==> src/rtl/battleship_pkg.sv <==
// -----------------------------------------------------------------------------
// battleship_pkg
//   Types and constants shared by the game logic and the board read-out path.
//   - GRID_W / GRID_H : board dimensions in cells
//   - cell_state_e    : 4-bit per-cell state held in the board store
//   - color_e         : 3-bit colour code sent to the display driver
//   - scan_state_e    : scanner FSM states
// -----------------------------------------------------------------------------
package battleship_pkg;

   localparam int GRID_W = 10;
   localparam int GRID_H = 10;

   // Prefixes keep the cell and colour literals apart (both have a SHIP, etc.).
   typedef enum logic [3:0] {
      CELL_EMPTY = 4'd0,
      CELL_SHIP  = 4'd1,
      CELL_MISS  = 4'd2,
      CELL_HIT   = 4'd3,
      CELL_SUNK  = 4'd4
   } cell_state_e;

   typedef enum logic [2:0] {
      COL_WATER  = 3'd0,
      COL_SHIP   = 3'd1,
      COL_MISS   = 3'd2,
      COL_HIT    = 3'd3,
      COL_SUNK   = 3'd4,
      COL_CURSOR = 3'd6,
      COL_ERR    = 3'd7
   } color_e;

   typedef enum logic [1:0] {
      ST_IDLE = 2'd0,
      ST_READ = 2'd1,
      ST_CAP  = 2'd2,
      ST_OUT  = 2'd3
   } scan_state_e;

endpackage

==> src/rtl/battleship_color_map.sv <==
// -----------------------------------------------------------------------------
// battleship_color_map
//   Combinational translation of a board cell into a display colour, with the
//   blinking cursor taking priority over the cell contents.
//   Ports:
//     cell_state_i : raw 4-bit cell state from the board store
//     is_cursor_i  : this cell is the (valid) latched cursor position
//     blink_on_i   : cursor is in its visible blink phase
//     color_o      : 3-bit colour code
// -----------------------------------------------------------------------------
module battleship_color_map
   import battleship_pkg::*;
(
   input  logic [3:0] cell_state_i,
   input  logic       is_cursor_i,
   input  logic       blink_on_i,
   output logic [2:0] color_o
);

   always_comb begin
      color_o = COL_ERR;
      if (is_cursor_i && blink_on_i) begin
         color_o = COL_CURSOR;
      end else begin
         case (cell_state_i)
            CELL_EMPTY: color_o = COL_WATER;
            CELL_SHIP:  color_o = COL_SHIP;
            CELL_MISS:  color_o = COL_MISS;
            CELL_HIT:   color_o = COL_HIT;
            CELL_SUNK:  color_o = COL_SUNK;
            // Codes 5..15 are not legal cell states; flag them visibly.
            default:    color_o = COL_ERR;
         endcase
      end
   end

endmodule

==> src/rtl/board_pixel_scanner.sv <==
// -----------------------------------------------------------------------------
// board_pixel_scanner
//   Scans the GRID_W x GRID_H board store in raster order once per frame_start
//   and streams each cell as a coloured pixel over a valid/ready handshake,
//   overlaying a blinking cursor at the position latched at frame start.
//   Ports:
//     clk, reset           : clock, synchronous active-high reset
//     frame_start          : one-cycle scan request (ignored while busy)
//     cursor_x, cursor_y   : cursor position, latched on an accepted start
//     cell_addr            : board read address y*GRID_W + x (registered)
//     cell_data            : board read data, valid one cycle after cell_addr
//     pix_valid, pix_ready : pixel handshake
//     pix_color            : colour code of the pixel
//     pix_x, pix_y         : pixel coordinates
//     pix_last             : final pixel of the frame
//     busy                 : scan in progress
// -----------------------------------------------------------------------------
module board_pixel_scanner #(
   parameter int GRID_W       = battleship_pkg::GRID_W,
   parameter int GRID_H       = battleship_pkg::GRID_H,
   parameter int BLINK_FRAMES = 16
) (
   input  logic       clk,
   input  logic       reset,
   input  logic       frame_start,
   input  logic [3:0] cursor_x,
   input  logic [3:0] cursor_y,
   output logic [6:0] cell_addr,
   input  logic [3:0] cell_data,
   output logic       pix_valid,
   input  logic       pix_ready,
   output logic [2:0] pix_color,
   output logic [3:0] pix_x,
   output logic [3:0] pix_y,
   output logic       pix_last,
   output logic       busy
);

   import battleship_pkg::*;

   localparam int               CNT_W   = (BLINK_FRAMES > 1) ? $clog2(BLINK_FRAMES) : 1;
   localparam logic [3:0]       X_MAX   = 4'(GRID_W - 1);
   localparam logic [3:0]       Y_MAX   = 4'(GRID_H - 1);
   localparam logic [CNT_W-1:0] CNT_MAX = CNT_W'(BLINK_FRAMES - 1);

   function automatic logic [6:0] addr_of(input logic [3:0] x, input logic [3:0] y);
      return 7'(int'(y) * GRID_W + int'(x));
   endfunction

   scan_state_e      state_q,     state_d;
   logic [3:0]       x_q,         x_d;
   logic [3:0]       y_q,         y_d;
   logic [3:0]       cur_x_q,     cur_x_d;
   logic [3:0]       cur_y_q,     cur_y_d;
   logic             cur_en_q,    cur_en_d;
   logic [6:0]       addr_q,      addr_d;
   logic [2:0]       color_q,     color_d;
   logic [3:0]       px_q,        px_d;
   logic [3:0]       py_q,        py_d;
   logic             last_q,      last_d;
   logic [CNT_W-1:0] frame_cnt_q, frame_cnt_d;
   logic             blink_q,     blink_d;

   logic             is_cursor;
   logic [2:0]       mapped_color;
   logic [3:0]       x_nxt;
   logic [3:0]       y_nxt;

   // An out-of-range latched cursor never matches, so the overlay is off for
   // the whole frame.
   assign is_cursor = cur_en_q && (x_q == cur_x_q) && (y_q == cur_y_q);

   battleship_color_map u_color_map (
      .cell_state_i (cell_data),
      .is_cursor_i  (is_cursor),
      .blink_on_i   (blink_q),
      .color_o      (mapped_color)
   );

   // Raster advance used on a non-final handshake.
   always_comb begin
      x_nxt = x_q + 4'd1;
      y_nxt = y_q;
      if (x_q == X_MAX) begin
         x_nxt = 4'd0;
         y_nxt = y_q + 4'd1;
      end
   end

   always_comb begin
      state_d     = state_q;
      x_d         = x_q;
      y_d         = y_q;
      cur_x_d     = cur_x_q;
      cur_y_d     = cur_y_q;
      cur_en_d    = cur_en_q;
      addr_d      = addr_q;
      color_d     = color_q;
      px_d        = px_q;
      py_d        = py_q;
      last_d      = last_q;
      frame_cnt_d = frame_cnt_q;
      blink_d     = blink_q;

      case (state_q)
         ST_IDLE: begin
            if (frame_start) begin
               cur_x_d  = cursor_x;
               cur_y_d  = cursor_y;
               cur_en_d = (int'(cursor_x) < GRID_W) && (int'(cursor_y) < GRID_H);
               x_d      = 4'd0;
               y_d      = 4'd0;
               addr_d   = 7'd0;
               state_d  = ST_READ;
            end
         end

         // Address is already presented; the store registers it this cycle.
         ST_READ: begin
            state_d = ST_CAP;
         end

         // cell_data is valid now; capture the finished pixel.
         ST_CAP: begin
            color_d = mapped_color;
            px_d    = x_q;
            py_d    = y_q;
            last_d  = (x_q == X_MAX) && (y_q == Y_MAX);
            state_d = ST_OUT;
         end

         ST_OUT: begin
            if (pix_ready) begin
               if (last_q) begin
                  state_d = ST_IDLE;
                  if (frame_cnt_q == CNT_MAX) begin
                     frame_cnt_d = '0;
                     blink_d     = ~blink_q;
                  end else begin
                     frame_cnt_d = frame_cnt_q + CNT_W'(1);
                  end
               end else begin
                  x_d     = x_nxt;
                  y_d     = y_nxt;
                  addr_d  = addr_of(x_nxt, y_nxt);
                  state_d = ST_READ;
               end
            end
         end

         default: state_d = ST_IDLE;
      endcase
   end

   always_ff @(posedge clk) begin
      if (reset) begin
         state_q     <= ST_IDLE;
         x_q         <= 4'd0;
         y_q         <= 4'd0;
         cur_x_q     <= 4'd0;
         cur_y_q     <= 4'd0;
         cur_en_q    <= 1'b0;
         addr_q      <= 7'd0;
         color_q     <= 3'd0;
         px_q        <= 4'd0;
         py_q        <= 4'd0;
         last_q      <= 1'b0;
         frame_cnt_q <= '0;
         blink_q     <= 1'b1;
      end else begin
         state_q     <= state_d;
         x_q         <= x_d;
         y_q         <= y_d;
         cur_x_q     <= cur_x_d;
         cur_y_q     <= cur_y_d;
         cur_en_q    <= cur_en_d;
         addr_q      <= addr_d;
         color_q     <= color_d;
         px_q        <= px_d;
         py_q        <= py_d;
         last_q      <= last_d;
         frame_cnt_q <= frame_cnt_d;
         blink_q     <= blink_d;
      end
   end

   assign cell_addr = addr_q;
   assign pix_valid = (state_q == ST_OUT);
   assign pix_color = color_q;
   assign pix_x     = px_q;
   assign pix_y     = py_q;
   assign pix_last  = last_q;
   assign busy      = (state_q != ST_IDLE);

endmodule

==> config.mk <==
export PLATFORM = sky130hd
export DESIGN_NAME = board_pixel_scanner
export DESIGN_NICKNAME = d
export VERILOG_FILES = /design/src/rtl/battleship_pkg.sv /design/src/rtl/battleship_color_map.sv /design/src/rtl/board_pixel_scanner.sv
export SDC_FILE = /design/constraint.sdc
export NUM_CORES = 1
export LEC_CHECK = 0
export CAP_MARGIN = 20
export CORE_AREA = 4 4 80 82
export DETAILED_ROUTE_END_ITERATION = 7
export DIE_AREA = 0 0 84 86
export DONT_BUFFER_PORTS = 1
export HOLD_SLACK_MARGIN = 0.1
export PLACE_DENSITY = 0.49
export SLEW_MARGIN = 20
export SYNTH_ARGS = -nofsm -noshare
export SYNTH_HDL_FRONTEND = slang
export SYNTH_HIERARCHICAL = 1
export SYNTH_SLANG_ARGS = --single-unit
==> constraint.sdc <==
create_clock -name clk -period 3.55 [get_ports clk]
set_input_delay 1.065 -clock clk [delete_from_list [all_inputs] [get_ports clk]]
set_output_delay 1.065 -clock clk [all_outputs]
set_load 0.05 [all_outputs]
# Word-level counts from Yosys, hierarchy flattened
# Index checks and enable logic that the tools add are counted.
[op_classes]
add_sub_neg = 4
mul = 1
order_cmp = 2
eq_ne = 15
n_mux = 20
bitwise_logic = 1
n_reduce_logical = 14
[op_table]
columns = ["op", "count"]
rows = [
  ["4-bit 2-to-1 mux", 8],
  ["7-bit 2-to-1 mux", 3],
  ["4-bit case mux with 2 select lines", 2],
  ["3-bit case mux with 5 select lines", 1],
  ["7-bit case mux with 2 select lines", 1],
  ["4-bit by 1-bit adder with 4-bit output (second input constant)", 3],
  ["4-bit equality test (second input constant)", 3],
  ["4-bit by 2-bit equality test with 1-bit output (second input constant)", 2],
  ["4-bit equality test", 2],
  ["4-bit less-than comparator (second input constant)", 2],
  ["2-bit case mux with 4 select lines", 1],
  ["4-bit AND reduction", 2],
  ["7-bit by 4-bit adder with 7-bit output", 1],
  ["4-bit by 3-bit multiplier with 6-bit output (second input constant)", 1],
  ["1-bit logical AND", 5],
  ["2-bit equality test (second input constant)", 2],
  ["4-bit by 1-bit equality test with 1-bit output (second input constant)", 1],
  ["4-bit by 3-bit equality test with 1-bit output (second input constant)", 1],
  ["4-bit zero test", 1],
  ["2-bit 2-to-1 mux", 2],
  ["2-bit inequality test (second input constant)", 2],
  ["2-bit AND reduction", 2],
  ["2-bit nonzero test", 2],
  ["3-bit 2-to-1 mux", 1],
  ["6 further kinds", 6],
]
[word_totals]
regBits = 43
inputBits = 16
output_inout_bits = 21
word_cells = 70

# Depth between registers and ports, before layout
[depth]
ltp_word = 7
mapped_depth = 12
depth_no_buf = 12

# Hierarchy
# Netlist, hierarchy kept.
[by_module_without_submodules]
columns = ["module", "n_inst", "cells_each", "area_each_um2", "seq_area_each_um2"]
rows = [
  ["board_pixel_scanner", 1, 247, 2193.4, 840.8],
  ["battleship_color_map", 1, 6, 32.5, 0.0],
]

# Worst setup path after synthesis
# No wires, ideal clock.
[synth_timing]
path_kind = "flip-flop to flip-flop"
start = "register x_q[0]"
end = "register addr_q[6] (netlist: cell_addr[6])"
setup_time_ps = 119
t_arrival_ps = 2646
t_required_ps = 3431
setup_slack_ps = 785
path_stages_with_launch = 12
n_path_buf = 0
period_less_slack_ps = 2765
cell_sequence = "dfxtp_1 -> ha_1 -> and3b_2 -> nand4_4 -> xnor2_4 -> ha_1 -> ha_1 -> fa_1 -> o2111ai_1 -> xnor2_1 -> xnor2_1 -> o21ai_1"
[synth_via]
elab_chain_len = 7
elab_cells_between_ends = 9
classes_between = "add/sub: 2; mul: 1; eq/ne: 1; mux: 5"
[synth_lines]
columns = ["element", "line_no", "rtl"]
rows = [
  ["from (decl)", "board_pixel_scanner.sv:51", "logic [3:0] x_q, x_d;"],
  ["from (signal assigned)", "board_pixel_scanner.sv:158", "x_q <= 4'd0;"],
  ["from (signal assigned)", "board_pixel_scanner.sv:172", "x_q <= x_d;"],
  ["4-bit equality test", "board_pixel_scanner.sv:84", "if (x_q == X_MAX) begin"],
  ["4-bit 2-to-1 mux", "board_pixel_scanner.sv:84", ""],
  ["4-bit by 3-bit multiplier with 6-bit output", "board_pixel_scanner.sv:47", "return 7'(int'(y) * GRID_W + int'(x));"],
  ["7-bit by 4-bit adder with 7-bit output *", "board_pixel_scanner.sv:47", ""],
  ["7-bit 2-to-1 mux *", "board_pixel_scanner.sv:134", "if (last_q) begin"],
  ["7-bit 2-to-1 mux *", "board_pixel_scanner.sv:133", "if (pix_ready) begin"],
  ["7-bit case mux with 2 select lines *", "board_pixel_scanner.sv:105", "case (state_q)"],
  ["to (signal assigned)", "board_pixel_scanner.sv:177", "addr_q <= addr_d;"],
  ["to (decl)", "board_pixel_scanner.sv:56", "logic [6:0] addr_q, addr_d;"],
]
# Every way passes the cells marked *; elsewhere a longest branch is shown, timed or not. The select of a mux whose other input is x is not followed.
# A chain may end at the register's enable or synchronous reset.

# Worst setup path after layout
[layout_timing]
start = "register x_q[1]"
end = "register addr_q[6] (netlist: cell_addr[6])"
# Same word-level chain as after synthesis.

==> run summary <==
WHS Path Cells -> 2
clk buf depth -> 2
Main synth FF type -> dfxtp_1
final-report hold violation count -> 0
Die Span Y -> 86 um
Worst Tran Pin Value -> 797.9 ps
Max Clock Freq -> 343.2 MHz
Distinct cells, synth -> 40
Storage cell area -> 840.8 sq um
Final Util -> 0.4151
largest net degree at the start of global routing -> 44
critical path required time -> 3750 ps
syn_area_per_cell -> 8.798 sq um
post-route clock period utilization -> 0.8209
cell at the root of the clock tree -> clkbuf_8
Slew Limit Fails -> 0
Remaining DRCs -> 0
outcome -> complete, no violations
crit-path max FO -> 6
Synthesized Nets -> 286
Synth area leader -> dfxtp_1
routed length per placed instance -> 15.03 um
Sink Count -> 42
Critical R2R Launch -> x_q[1]$_SDFFE_PP0P_
layout cells sized above 1 -> 0.06400
Fillers -> 619
DP Wirelength -> 3495 um
Final #Nets -> 282
Yosys reg bits -> 42
H-tree depth -> 2
CP top delay family -> adder cells
CP Capture Type -> register
n_diodes -> 0
initial antenna violation count -> 0
gr ovfl total -> 0
die width -> 84 um
sequential area share after synthesis -> 0.3777
area occupied by multi-input gates -> 1272 sq um
post-CTS sizing -> 0
Startpoint Class -> register
IO buf count -> 0
# Post-CTS Setup Buffers -> 0
worst vdd ir -> 0.2837 mV
gr usage total -> 0.1492
CP peak stage delay -> 520 ps
min Tclk post-route -> 2914 ps
Routed Wire Length -> 4884 um
Post-Synthesis Cells -> 253
most common cell in the synthesized netlist -> dfxtp_1
first-pass GRT wire length -> 8487 um
top cells by count, synth -> dfxtp_1 (42), nor2_1 (30), a21oi_1 (23), nand2_1 (21), ha_1 (15)
Post-synth EDFFs -> 0
Worst path most repeated cell -> ha_1
register clock-pin slew on the reported worst setup and hold paths -> 80 ps
cts bufs inserted -> 5
1st-iter DRT viols -> 67
Via Count -> 1,654
RSZ-0062 raised after global routing -> false
Synth Cell Area -> 2226 sq um
path length in cells of the critical path -> 12
CP startpoint -> x_q[1]$_SDFFE_PP0P_
clk_lat worst skew -> 300 ps
Ports -> 37
crit path DAT -> 3110 ps
core area -> 5746 sq um
Post-CTS Hold Fix Bufs -> 0
# rows -> 28
vias in the first global route -> 1,678
first-pass iteration count of the detailed router -> 4
Hold WC Path Type -> reg -> reg
slowest cell on the critical path -> fa_1
setup TNS -> 0 ps
die area -> 7224 sq um
Via density -> 5.089
worst path cell trace -> inv_1 > ha_1 > nand3b_1 > nand2_1 > o21ai_1 > ha_1 > ha_1 > fa_1 > o2111ai_1 > xnor2_1 > xnor2_1 > o21ai_1
Leakage -> 0.9393 nW
FF-to-FF path depth -> 12
gp weighted congestion -> 0.7800
Antenna Nets Post-Route -> 0
Crit Path Class -> reg -> reg
normalized max-slew margin -> 0.4681
worst clock skew -> 7.225 ps
fraction of registers with async set/reset -> 0
Setup violations, final -> 0
Ys Warns -> 6
CTS tree -> done
synth top area cells -> dfxtp_1 (38%), ha_1 (8.4%), mux2i_1 (6.3%), a21oi_1 (5.2%), nor2_1 (5.1%)
pwr/cell area -> 563.9 nW/um^2
buffers and inverters on the worst path -> 1
Starting Density -> 0.3874
# Max-Cap Violations -> 0
top cell type's share of synthesized area -> 0.3777
P&R area growth vs syn -> 7.139%
Min-Delay Startpoint -> cur_x_q[3]$_SDFFE_PP0P_
==> per-stage QoR <==
stage	setup WS, ps	cells	hold slack, ps	power [mW]	instance area [sq um]
after detailed placement	655.7	317	454.4	0.9846	2275
after global routing	414.0	325	484.1	1.438	2385
after global placement	759.8	317	444.0	0.9788	2275
after CTS	638.6	325	466.3	1.371	2385
final	635.9	325	462.7	1.345	2385
after floorplan	785.5	253	431.9	0.9174	2226
==> power breakdown <==
group | internal [mW] | switching (mW) | total [mW]
clock | 0.210 | 0.170 | 0.380
combinational | 0.126 | 0.257 | 0.383
sequential | 0.513 | 0.0690 | 0.582
total | 0.848 | 0.496 | 1.34
==> sequential cells by signal (all words and copies together) (netlist names), 3 cells and up <==
name,count
frame_cnt_q,4
pix_x,4
pix_color,3
x_q,4
y_q,4
cell_addr,6
pix_y,4
cur_x_q,4
cur_y_q,4
==> final cells by class <==
cell class / count / share of cell area
clock inverters: 2 / 0.01574
flip-flops and latches: 42 / 0.3526
inverters: 10 / 0.01574
multi-input cells: 186 / 0.5336
well taps: 75 / 0.03935
clock buffers: 6 / 0.03043
repair buffers: 4 / 0.01259
==> worst register-to-register path, delay by kind of cell (launching register included) <==
family	cells	cell delay (ps)
and+or+nand+nor	2	300
xor gates and xnor gates	2	350
DFF	1	430
buffers and inverters	1	70
adders and majority gates	4	1240
AOI/OAI and AO/OA	3	440
==> cell usage in the layout (no fill, tap or decap), drive strengths merged <==
master	count
o2111ai	1
mux2i	14
nand3	11
nand2b	5
a311oi	1
and3	2
nor2b	4
inv	10
bufinv	1
nor2	30
a21o	1
clkinvlp	1
a22oi	7
a211oi	2
clkbuf	6
xnor2	12
nor3	2
a211o	1
xor2	6
o21ai	10
nor4	2
or3	2
fa	2
and3b	2
nand4	4
a32oi	1
nand3b	3
ha	15
a21oi	23
o31ai	1
and4b	1
buf	4
dfxtp	42
nand2	21
==> metal layers <==
layer | track usage | vias to the layer above | share of wire
li1 | - | 860 | -
met4 | 0.05263 | 0 | 0.017
met1 | 0.1814 | 753 | 0.46
met5 | 0 | - | 0
met2 | 0.2458 | 33 | 0.47
met3 | 0.05187 | 8 | 0.059
==> path summary, 6_finish.rpt <==
path,to,slack (ps)
max,cell_addr[6]$_SDFFE_PP0P_,640
min,cur_x_q[3]$_SDFFE_PP0P_,460
max reg2reg,cell_addr[6]$_SDFFE_PP0P_,640
min reg2reg,cur_x_q[3]$_SDFFE_PP0P_,460
==> cells by family after synthesis <==
group	after synthesis	share of synthesized area
muxes	14	0.06295
AOI/OAI and AO/OA	48	0.1287
adders and majority gates	17	0.1023
buffers and inverters	25	0.05059
DFF	42	0.3777
xor gates and xnor gates	18	0.07926
and+or+nand+nor	89	0.1984
Power figures use the tool's default switching activity.
